===== src/rtl/txe_read_pkg.sv =====
// Shared ethernet definitions for the transmit reader: widths, FSM states and byte-lane order.
package txe_read_pkg;

    localparam int unsigned WORD_W          = 32;
    localparam int unsigned BYTE_W          = 8;
    localparam int unsigned ETH_MIN_PAYLOAD = 60;

    typedef enum logic [1:0] {
        ST_IDLE  = 2'd0,
        ST_FIRST = 2'd1,
        ST_SEND  = 2'd2,
        ST_DONE  = 2'd3
    } txe_state_e;

    // MSB-first lane order, identical to the receive writer.
    function automatic logic [BYTE_W-1:0] lane_sel(input logic [WORD_W-1:0] word,
                                                   input logic [1:0]        lane);
        logic [BYTE_W-1:0] b;
        case (lane)
            2'd0:    b = word[31:24];
            2'd1:    b = word[23:16];
            2'd2:    b = word[15:8];
            default: b = word[7:0];
        endcase
        return b;
    endfunction

endpackage


===== src/rtl/txe_wordbuf.sv =====
// Word plus prefetch double buffer for the transmit reader; exposes the next word so the
// byte output can be registered without a bubble.
module txe_wordbuf
    import txe_read_pkg::*;
(
    input  logic              i_clk,
    input  logic              i_reset,
    input  logic              i_load,
    input  logic              i_fill,
    input  logic              i_adv,
    input  logic [WORD_W-1:0] i_data,
    output logic [WORD_W-1:0] o_word_nxt_c,
    output logic              o_pf_vld
);

    logic [WORD_W-1:0] word_q, word_d;
    logic [WORD_W-1:0] pf_q, pf_d;
    logic              pf_vld_q, pf_vld_d;

    always_comb begin
        word_d   = word_q;
        pf_d     = pf_q;
        pf_vld_d = pf_vld_q;
        if (i_load) begin
            word_d   = i_data;
            pf_vld_d = 1'b0;
        end else if (i_adv) begin
            word_d   = pf_q;
            pf_vld_d = 1'b0;
        end
        if (i_fill) begin
            pf_d     = i_data;
            pf_vld_d = 1'b1;
        end
    end

    always_ff @(posedge i_clk) begin
        if (i_reset) begin
            word_q   <= '0;
            pf_q     <= '0;
            pf_vld_q <= 1'b0;
        end else begin
            word_q   <= word_d;
            pf_q     <= pf_d;
            pf_vld_q <= pf_vld_d;
        end
    end

    assign o_word_nxt_c = word_d;
    assign o_pf_vld     = pf_vld_q;

endmodule


===== src/rtl/txe_read.sv =====
// Transmit packet reader: fetches buffer words and streams bytes MSB-first with a one-word
// prefetch. Define TXEREAD_PAD_EN to zero-pad short packets to the minimum payload length.
module txe_read
    import txe_read_pkg::*;
#(
    parameter int unsigned AW = 12
) (
    input  logic              i_clk,
    input  logic              i_reset,
    input  logic              i_cmd,
    input  logic [AW+1:0]     i_len,
    output logic              o_busy,
    output logic              o_rd,
    output logic [AW-1:0]     o_raddr,
    input  logic [WORD_W-1:0] i_rdata,
    output logic              o_v,
    output logic [BYTE_W-1:0] o_d,
    input  logic              i_ready,
    output logic              o_done
);

    localparam int unsigned LW = AW + 2;

    txe_state_e        state_q, state_d;
    logic [LW-1:0]     cnt_q, cnt_d;
    logic [LW-1:0]     len_q, len_d;
    logic              pend_q, pend_d;
    logic              busy_q, busy_d;
    logic              rd_q, rd_d;
    logic [AW-1:0]     raddr_q, raddr_d;
    logic              v_q, v_d;
    logic [BYTE_W-1:0] d_q, d_d;
    logic              done_q, done_d;

    logic [LW-1:0]     plen;
    logic              load, fill, adv, accept, last;
    logic [AW:0]       nxt_idx;
    logic [AW+2:0]     nxt_end;
    logic [WORD_W-1:0] word_nxt;
    logic              pf_vld;
    logic [BYTE_W-1:0] byte_nxt;

`ifdef TXEREAD_PAD_EN
    assign plen = (len_q < LW'(ETH_MIN_PAYLOAD)) ? LW'(ETH_MIN_PAYLOAD) : len_q;
`else
    assign plen = len_q;
`endif

    assign accept = v_q && i_ready;
    assign last   = (cnt_q == plen - LW'(1));

    always_comb begin
        state_d  = state_q;
        cnt_d    = cnt_q;
        len_d    = len_q;
        pend_d   = rd_q;
        rd_d     = 1'b0;
        raddr_d  = raddr_q;
        done_d   = 1'b0;
        load     = 1'b0;
        fill     = 1'b0;
        adv      = 1'b0;

        case (state_q)
            ST_IDLE: begin
                if (i_cmd && (i_len != '0)) begin
                    state_d = ST_FIRST;
                    len_d   = i_len;
                    cnt_d   = '0;
                    rd_d    = 1'b1;
                    raddr_d = '0;
                end
            end
            ST_FIRST: begin
                if (pend_q) begin
                    load    = 1'b1;
                    state_d = ST_SEND;
                end
            end
            ST_SEND: begin
                fill = pend_q;
                if (accept) begin
                    if (last) begin
                        state_d = ST_DONE;
                        done_d  = 1'b1;
                    end else begin
                        cnt_d = cnt_q + LW'(1);
                        adv   = (cnt_q[1:0] == 2'd3) && pf_vld;
                    end
                end
            end
            ST_DONE: state_d = ST_IDLE;
            default: state_d = ST_IDLE;
        endcase

        // Prefetch the following word whenever a new word becomes current.
        nxt_idx = {1'b0, cnt_d[LW-1:2]} + (AW+1)'(1);
        nxt_end = {nxt_idx, 2'b00};
        if ((load || adv) && (nxt_end < (AW+3)'(len_d))) begin
            rd_d    = 1'b1;
            raddr_d = nxt_idx[AW-1:0];
        end

        byte_nxt = lane_sel(word_nxt, cnt_d[1:0]);
`ifdef TXEREAD_PAD_EN
        if (cnt_d >= len_d) begin
            byte_nxt = '0;
        end
`endif
        v_d    = (state_d == ST_SEND);
        d_d    = v_d ? byte_nxt : '0;
        busy_d = (state_d == ST_FIRST) || (state_d == ST_SEND);
    end

    always_ff @(posedge i_clk) begin
        if (i_reset) begin
            state_q <= ST_IDLE;
            cnt_q   <= '0;
            len_q   <= '0;
            pend_q  <= 1'b0;
            busy_q  <= 1'b0;
            rd_q    <= 1'b0;
            raddr_q <= '0;
            v_q     <= 1'b0;
            d_q     <= '0;
            done_q  <= 1'b0;
        end else begin
            state_q <= state_d;
            cnt_q   <= cnt_d;
            len_q   <= len_d;
            pend_q  <= pend_d;
            busy_q  <= busy_d;
            rd_q    <= rd_d;
            raddr_q <= raddr_d;
            v_q     <= v_d;
            d_q     <= d_d;
            done_q  <= done_d;
        end
    end

    txe_wordbuf u_wordbuf (
        .i_clk        (i_clk),
        .i_reset      (i_reset),
        .i_load       (load),
        .i_fill       (fill),
        .i_adv        (adv),
        .i_data       (i_rdata),
        .o_word_nxt_c (word_nxt),
        .o_pf_vld     (pf_vld)
    );

    assign o_busy  = busy_q;
    assign o_rd    = rd_q;
    assign o_raddr = raddr_q;
    assign o_v     = v_q;
    assign o_d     = d_q;
    assign o_done  = done_q;

endmodule


===== config.mk =====
export PLATFORM = sky130hd
export DESIGN_NAME = txe_read
export DESIGN_NICKNAME = d
export VERILOG_FILES = /design/src/rtl/txe_read_pkg.sv /design/src/rtl/txe_wordbuf.sv /design/src/rtl/txe_read.sv
export SDC_FILE = /design/constraint.sdc
export NUM_CORES = 1
export LEC_CHECK = 0
export BUFFER_PORTS_ARGS = -buffer_cell sky130_fd_sc_hd__clkbuf_2
export CAP_MARGIN = 20
export CORE_ASPECT_RATIO = 0.5
export CORE_UTILIZATION = 30
export CTS_CLUSTER_SIZE = 40
export DETAILED_ROUTE_END_ITERATION = 8
export GPL_TIMING_DRIVEN = 1
export HOLD_SLACK_MARGIN = 0.02
export PLACE_DENSITY = 0.43
export SETUP_SLACK_MARGIN = 0.02
export SLEW_MARGIN = 5
export SYNTH_ARGS = -nofsm -noshare
export SYNTH_HDL_FRONTEND = slang
export SYNTH_HIERARCHICAL = 1
export SYNTH_SLANG_ARGS = --single-unit
export TNS_END_PERCENT = 10

===== constraint.sdc =====
create_clock -name i_clk -period 7.05 [get_ports i_clk]
set_clock_uncertainty 0.05 [all_clocks]
set_input_delay 0.3525 -clock i_clk [delete_from_list [all_inputs] [get_ports i_clk]]
set_output_delay 0.3525 -clock i_clk [all_outputs]
set_load 0.02 [all_outputs]

== Word level (Yosys, flattened, before mapping) ==
Cells that the tools add are included.

* Register bits: 120
* Input port bits: 50

* $add $sub $neg: 3
* Magnitude comparators: 1
* Equality and inequality tests: 9
* Mux-type cells: 30
* Bitwise operators: 3
* Reductions and logical operators: 15

{| class="wikitable"
|+ Operator list
! operator !! number
|-
| two-way mux 14 bit || 5
|-
| two-way mux 32 bit || 2
|-
| two-way mux 12 bit || 3
|-
| case mux 14 bit (2 select lines) || 1
|-
| case mux 8 bit (3 select lines) || 1
|-
| less-than comparator 15 x 14 -> 1 bit || 1
|-
| adder 14 x 1 -> 14 bit (second input constant) || 1
|-
| equality test 14 bit || 1
|-
| nonzero test 14 bit || 1
|-
| subtractor 14 x 1 -> 14 bit (second input constant) || 1
|-
| adder 12 x 1 -> 13 bit (second input constant) || 1
|-
| two-way mux 1 bit || 13
|-
| equality test 2 bit (second input constant) || 5
|-
| two-way mux 2 bit || 4
|-
| case mux 2 bit (4 select lines) || 1
|-
| equality test 2 x 1 -> 1 bit (second input constant) || 3
|-
| logical AND 1 bit || 4
|-
| zero test 2 bit || 2
|-
| nonzero test 2 bit || 2
|-
| NOT 1 bit || 3
|-
| nonzero test 3 bit || 1
|-
| OR reduction 3 bit || 1
|-
| logical OR 1 bit || 2
|-
| AND reduction 2 bit || 1
|-
| OR reduction 2 bit || 1
|}

== Longest topological paths before layout ==
Gate-level depths: netlist of the first run.

* Word-level depth: 10
* Depth in mapped cells: 28
* Gate-level depth less buffers: 26

== Hierarchy ==
Netlist of the first run, hierarchy kept.

{| class="wikitable"
|+ Modules (own cells, without submodules)
! module !! times used !! cells an instance !! area an instance (um2) !! sequential area each (um2)
|-
| txe_read || 1 || 523 || 4077.7 || 1101.1
|-
| txe_wordbuf || 1 || 285 || 2846.5 || 1301.2
|}

== Least setup slack after synthesis of the first run ==
Ideal clock, no wire load.

* Path kind: register to register
* Start point: register len_q[0]
* End point: register raddr_q[10] (netlist: o_raddr[10])
* Library setup time: 0.070 ns
* Arrival: 5.559 ns
* Required time: 6.930 ns
* Setup slack: 1.370 ns
* Stages on the path, launching flop included: 27
* Buffers on the path: 2
* Clock period less this slack: 5.680 ns
* Cell sequence: dfxtp_1 > or4_1 > buf_2 > or4_1 > nand3_2 > a2bb2oi_2 > nand3_1 > nand2_1 > nor2_1 > xnor2_1 > nor2_1 > ha_1 > nand4_1 > or3b_2 > xnor2_1 > ha_1 > a21oi_1 > nor2b_1 > o21ai_0 > nand2b_1 > a221o_1 > a21oi_1 > o221a_2 > clkbuf_1 > nand2_1 > o221a_2 > a21oi_1

* Cells in the longest elaborated chain, start to end: 10

{| class="wikitable"
|+ RTL lines
! item !! line !! text
|-
| from (decl) || txe_read.sv:26 || <nowiki>logic [LW-1:0] len_q, len_d;</nowiki>
|-
| from (signal assigned) || txe_read.sv:130 || <nowiki>len_q <= len_d;</nowiki>
|-
| subtractor 14 x 1 -> 14 bit * || txe_read.sv:50 || <nowiki>assign last = (cnt_q == plen - LW'(1));</nowiki>
|-
| equality test 14 bit * || txe_read.sv:50 ||
|-
| two-way mux 14 bit * || txe_read.sv:83 || <nowiki>if (last) begin</nowiki>
|-
| two-way mux 14 bit * || txe_read.sv:82 || <nowiki>if (accept) begin</nowiki>
|-
| case mux 14 bit (2 select lines) * || txe_read.sv:64 || <nowiki>case (state_q)</nowiki>
|-
| named net cnt_d[3] || txe_read.sv:25 || <nowiki>logic [LW-1:0] cnt_q, cnt_d;</nowiki>
|-
| adder 12 x 1 -> 13 bit * || txe_read.sv:97 || <nowiki>nxt_idx = {1'b0, cnt_d[LW-1:2]} + (AW+1)'(1);</nowiki>
|-
| less-than comparator 15 x 14 -> 1 bit || txe_read.sv:99 || <nowiki>if ((load || adv) && (nxt_end < (AW+3)'(len_d))) begin</nowiki>
|-
| logical AND 1 bit || txe_read.sv:99 ||
|-
| nonzero test 2 bit (no source line) || n/a ||
|-
| AND reduction 2 bit (no source line) || n/a ||
|-
| to (signal assigned) || txe_read.sv:134 || <nowiki>raddr_q <= raddr_d;</nowiki>
|-
| to (decl) || txe_read.sv:30 || <nowiki>logic [AW-1:0] raddr_q, raddr_d;</nowiki>
|}

The timed path passes the listed nets; every way through them passes the cells marked *.
A chain may end at the register's enable or synchronous reset.

== Final worst setup path of the first run ==
* Start point: register len_q[0]
* End point: register raddr_q[9] (netlist: o_raddr[9])

Same word-level chain as after synthesis.

==> results of run 1 <==
layout make-up:
type / instances / area (µm²) / area share, %
diodes: 1 / 2.50 / 0.0309
repair buffers: 87 / 473 / 5.85
flip-flops and latches: 120 / 2400 / 29.7
well taps: 300 / 375 / 4.64
clock inverters: 11 / 124 / 1.53
clock buffers: 21 / 460 / 5.69
multi-input cells: 620 / 4200 / 51.9
inverters: 14 / 52.6 / 0.649
sequential cells by signal, summed over array words and instances (netlist names), 2 cells and up:
| signal | flops |
|---|---|
| cnt_q | 14 |
| len_q | 14 |
| o_d | 8 |
| o_raddr | 12 |
| state_q | 2 |
| u_wordbuf/pf_q | 32 |
| u_wordbuf/word_q | 32 |
cell usage after synthesis (all sizes together) (5+ instances only):
master / n
a211oi: 52
a21o: 5
a21oi: 59
a31oi: 7
and3: 7
buf: 22
clkbuf: 32
dfxtp: 120
ha: 16
inv: 14
mux2i: 96
nand2: 51
nand3: 20
nor2: 84
nor2b: 50
nor3: 23
nor4: 14
o211ai: 6
o21ai: 20
or2: 6
or3: 9
or4: 7
xnor2: 18
xor2: 9
per-stage QoR:
stage / hold slack [ns] / power (mW) / instances / setup slack (ns) / instance area, µm²
3_5_place_dp: 0.400 / 0.885 / 1141 / 0.761 / 7500
2_1_floorplan: 0.410 / 0.826 / 808 / 1.37 / 6920
3_3_place_gp: 0.396 / 0.884 / 1141 / 0.981 / 7500
5_1_grt: 0.116 / 1.82 / 1173 / 0.154 / 8090
6_report: 0.122 / 1.74 / 1174 / 0.658 / 8090
4_1_cts: 0.106 / 1.77 / 1173 / 0.733 / 8090
per-layer routing:
metal / share of wire [%] / up-vias / track usage (%)
met5: 0 / - / 0
met1: 51 / 2924 / 25.9
met4: 1.4 / 0 / 6.34
met2: 44 / 103 / 29.8
met3: 3.6 / 24 / 3.54
li1: - / 3049 / -
worst min path at each step:
stage	start	depth (start not counted)	to	slack [ns]
after floorplan	u_wordbuf/pf_q[0]	2	u_wordbuf/pf_q[0]	0.41
after global routing	i_rdata[0]	3	u_wordbuf/pf_q[0]	0.12
after global placement	o_raddr[4]	2	o_raddr[4]	0.40
final	i_rdata[29]	3	u_wordbuf/pf_q[29]	0.12
after CTS	i_rdata[1]	3	u_wordbuf/pf_q[1]	0.11
after detailed placement	o_raddr[6]	2	o_raddr[6]	0.40
power by group:
part,total (mW),leakage [nW],internal (mW),switching [mW]
Clock,0.871,0.279,0.537,0.334
Combinational,0.169,1.75,0.0629,0.106
Sequential,0.701,0.971,0.690,0.0111
logic make-up (layout without fill, tap and decap cells):
| group | Yosys count | in the layout | share of synthesized area (%) |
|---|---|---|---|
| buffers and inverters | 68 | 133 | 4.92 |
| AO/OA/AOI/OAI | 182 | 182 | 17.9 |
| XOR/XNOR | 27 | 27 | 3.42 |
| multiplexers | 97 | 97 | 14.0 |
| AND/OR/NAND/NOR | 298 | 298 | 22.2 |
| adder cells (fa/ha/maj) | 16 | 16 | 2.89 |
| flip-flops | 120 | 120 | 34.7 |
| other | 0 | 1 | 0 |
worst min-delay path: stages:
cell	delay (ns)
clkbuf_2	0.09
mux2i_1	0.06
nor2_1	0.07
==> out/results.ini, run 1 <==
[status]
outcome=finished clean

[power_and_ir_drop]
p_per_area_nw_per_um2=215
peakVddDrop_uv=149
p_leak_nw=2.99

[global_route]
grt_max_degree=68
grt-ovfl-total=0
grt.total_usage_pct=18.9
first_global_vias=5901
grt_pass1_wl_um=33600
antenna_found_initial=0

[yosys]
netlist_area_um2=6920
syn_avg_cell_area_um2=8.57
ys_seq_area_share_pct=34.7
synthTopCellsByArea=dfxtp_1 (35%), mux2i_1 (14%), a211oi_1 (5.6%), nor2_1 (4.6%), nor2b_1 (4.5%)
synth_cells=808
yosys.area.top_type=dfxtp_1
yosysWarnings=6
ys_async_sr_fraction_pct=0
synth_fp_nets=874
synth_cell_types=68
ys_seq_elements=120
synth_top_area_share_pct=34.7
ys_dominant_reg_cell=dfxtp_1
synth_edf_count=0

[worst_setup_path]
slowest_stage=or4_1
cp-start-kind=flip-flop
reg2reg_to=o_raddr[9]
setup.worst_path.class=reg -> reg
critPathBufInv=1
path_common_cell=a21oi_1
worstReg2RegStart=len_q[0]
critPathCapture=o_raddr[9]
path_delay_family=simple AND/OR/NAND/NOR gates
end_kind=flip-flop
rr_worst_depth=25
path_depth=25
cp_max_fo=8
slowest_delay_ns=0.67
crit_arrival_ns=6.70
ff2ff_setup_slack_ns=0.66
critPathLaunch=len_q[0]
cp.required_ns=7.36

[detailed_routing]
drt-pass1-iter-count=5
drt_iter0_drc=349
drt_wl_total_um=21600
post_drt_wl_per_cell_um=18.4
vias=6100
drc=0
drtAntennaViolNets=0
via_per_inst=5.20

[placed_design]
place.gp.congestion=0.910
dpl.hpwl_um=15100
numPortBuffers=73

[finish]
final_cell_mix=dfxtp_1 (120), mux2i_1 (96), nor2_1 (82), clkbuf_2 (72), a21oi_1 (58)
final_common_cell=dfxtp_1
num-nets-final=926
nFillCells=2362
drive_above_1_share_pct=16.3
syn_to_final_growth_pct=16.9
final_core_util_pct=36.5

[clocking]
cts.reportedPaths.clkPinSlew_ns=0.06
cts-root-buf=clkbuf_16
clk_path_buf_depth=2
numCtsBuffers=17
clkLatencyLatePin_ns=0.43
post_cts_buffers=0
clock_sinks=120
cts_tree=yes
hold_buffers=0
ctsResizeCount=0
h-tree-depth=4

[floorplan]
core_um2=22200
start_util_pct=31.3
die_x_um=217
die_h_um=109
ios=74
rows=38
die_area_um2=23700

[sta]
finalCriticalPeriod_ns=6.39
rsz0062_at_grt=no
setup_tns_ns=0
max_freq_ghz=0.156
setup_viol=0
relSlewSlack_pct=42.9
maxSlewViolCount=0
tightest_slew_ns=0.832
hold_viol_final=0
fin_crit_sh_pct=90.7

[flow_run]
maxCapViolCount=0

[min_path]
hold_path.class=in -> reg

(Power assumes the default switching activity.)
==> inputs of run 2 (changes only) <==
Settings changed: CORE_UTILIZATION 30 to 59, PLACE_DENSITY 0.43 to 0.77.
==> out/results.ini, run 2 (synthesis results as in run 1) <==
[global_route]
grt-ovfl-total=0  ; unchanged
first_global_vias=5770  ; -2.2%
antenna_found_initial=0  ; unchanged
grt.total_usage_pct=30.9  ; +12 points
grt_pass1_wl_um=29200  ; -13%
grt_max_degree=65  ; -4.4%

[clocking]
post_cts_buffers=0  ; unchanged
clk_path_buf_depth=2  ; unchanged
cts.reportedPaths.clkPinSlew_ns=0.06  ; about the same
ctsResizeCount=0  ; unchanged
cts_tree=yes
clock_sinks=120  ; unchanged
h-tree-depth=4  ; unchanged
hold_buffers=0  ; unchanged
cts-root-buf=clkbuf_16
numCtsBuffers=17  ; unchanged
clkLatencyLatePin_ns=0.42  ; about the same

[finish]
final_common_cell=dfxtp_1
n_antenna_cell=0  ; -1
syn_to_final_growth_pct=14.4
top_regs=u_wordbuf/pf_q (32), u_wordbuf/word_q (32)
drive_above_1_share_pct=16.3  ; +0.037 points
num-nets-final=924  ; -0.22%
final_cell_mix=dfxtp_1 (120), mux2i_1 (96), nor2_1 (82), clkbuf_2 (72), a21oi_1 (58)

[sta]
rsz0062_at_grt=no
finalCriticalPeriod_ns=6.41  ; +0.0212 ns
holdWs_ns=0.136  ; +0.0132 ns
setup_viol=0  ; unchanged
max_freq_ghz=0.156  ; -0.33%
maxSlewViolCount=0  ; unchanged
hold_viol_final=0  ; unchanged
relSlewSlack_pct=29.8  ; -13 points
fin_crit_sh_pct=91.0  ; +0.30 points
tightest_slew_ns=1.05  ; +0.219 ns
setup_tns_ns=0  ; unchanged

[floorplan]
die_h_um=78.6  ; -28%
start_util_pct=61.7  ; +30 points
core_um2=11200  ; -49%
ios=74  ; unchanged
die_area_um2=12200  ; -49%
rows=27  ; -29%
die_x_um=155  ; -28%

[detailed_routing]
via_per_inst=6.08  ; +17%
drt_iter0_drc=571  ; +64%
vias=6262  ; +2.7%
drt_wl_total_um=18400  ; -15%
drt-pass1-iter-count=5  ; unchanged
drc=0  ; unchanged
drtAntennaViolNets=0  ; unchanged
post_drt_wl_per_cell_um=17.9  ; -2.7%

[placed_design]
dpl.hpwl_um=12700  ; -16%
place.gp.congestion=0.999  ; +9.7%
numPortBuffers=73  ; unchanged

[worst_setup_path]
path_delay_family=simple AND/OR/NAND/NOR gates
path_common_cell=a21oi_1
slowest_stage=or4_1
cp-start-kind=flip-flop
cp_max_fo=8  ; unchanged
crit_arrival_ns=6.70  ; about the same
slowest_delay_ns=0.66  ; about the same
cp.required_ns=7.34  ; -0.02 ns
setup.worst_path.class=reg -> reg
end_kind=flip-flop
critPathBufInv=1  ; unchanged

[flow_run]
maxCapViolCount=0  ; unchanged

[power_and_ir_drop]
peakVddDrop_uv=129  ; -13%
p_leak_nw=3.00  ; +0.22%
p_per_area_nw_per_um2=223  ; +3.6%

[min_path]
hold_path.class=in -> reg

[status]
outcome=finished clean

run 2: cell types whose count changed in the layout (fill, tap and decap cells not counted), moves of 2 or more:
cell      previous run  this run
inv_6                0         5
clkbuf_1             2         0
inv_8                0         2
clkinv_2             3         0
buf_4               15        13
run 2: worst paths after layout:
check              start                 end  slack [ns]  cells after the start
min          i_rdata[20]  u_wordbuf/pf_q[20]        0.14                      3
min reg2reg   o_raddr[0]          o_raddr[0]        0.41                      2
max             len_q[0]          o_raddr[9]        0.64                     25
max reg2reg     len_q[0]          o_raddr[9]        0.64                     25
run 2: metrics by stage:
step	setup slack, ns	util [%]	cells	power [mW]	instance area, µm²
detailed placement	0.823	65.2	998	0.877	7310
global placement	1.04	65.2	998	0.874	7310
finish	0.637	70.6	1030	1.77	7920
CTS	0.776	70.6	1030	1.77	7920
global route	0.0580	70.6	1030	1.82	7920
floorplan	1.37	-	808	0.826	6920
run 2: layout make-up:
cell class | instances | area, µm²
fillers | 875 | 3290
flip-flops and latches | 120 | 2400
inverters | 14 | 52.6
repair buffers | 85 | 458
multi-input cells | 620 | 4200
clock inverters | 13 | 159
clock buffers | 19 | 453
well taps | 159 | 199
run 2: layer usage:
layer	global-route usage [%]	share of wire, %	vias to the layer above
met4	9.80	1.7	0
met2	49.8	45	199
met1	40.6	46	2974
met3	7.73	6.7	29
met5	0	0	-
li1	-	-	3060
run 2: worst min-delay path, cell delays in order:
cell,delay [ns]
clkbuf_2,0.09
mux2i_1,0.06
nor2_1,0.07
run 2: where the power goes:
| group | leakage [nW] | switching, mW | internal (mW) |
|---|---|---|---|
| Sequential | 0.971 | 0.0116 | 0.690 |
| Combinational | 1.74 | 0.101 | 0.0628 |
| Clock | 0.295 | 0.351 | 0.551 |
| Total | 3.00 | 0.464 | 1.30 |
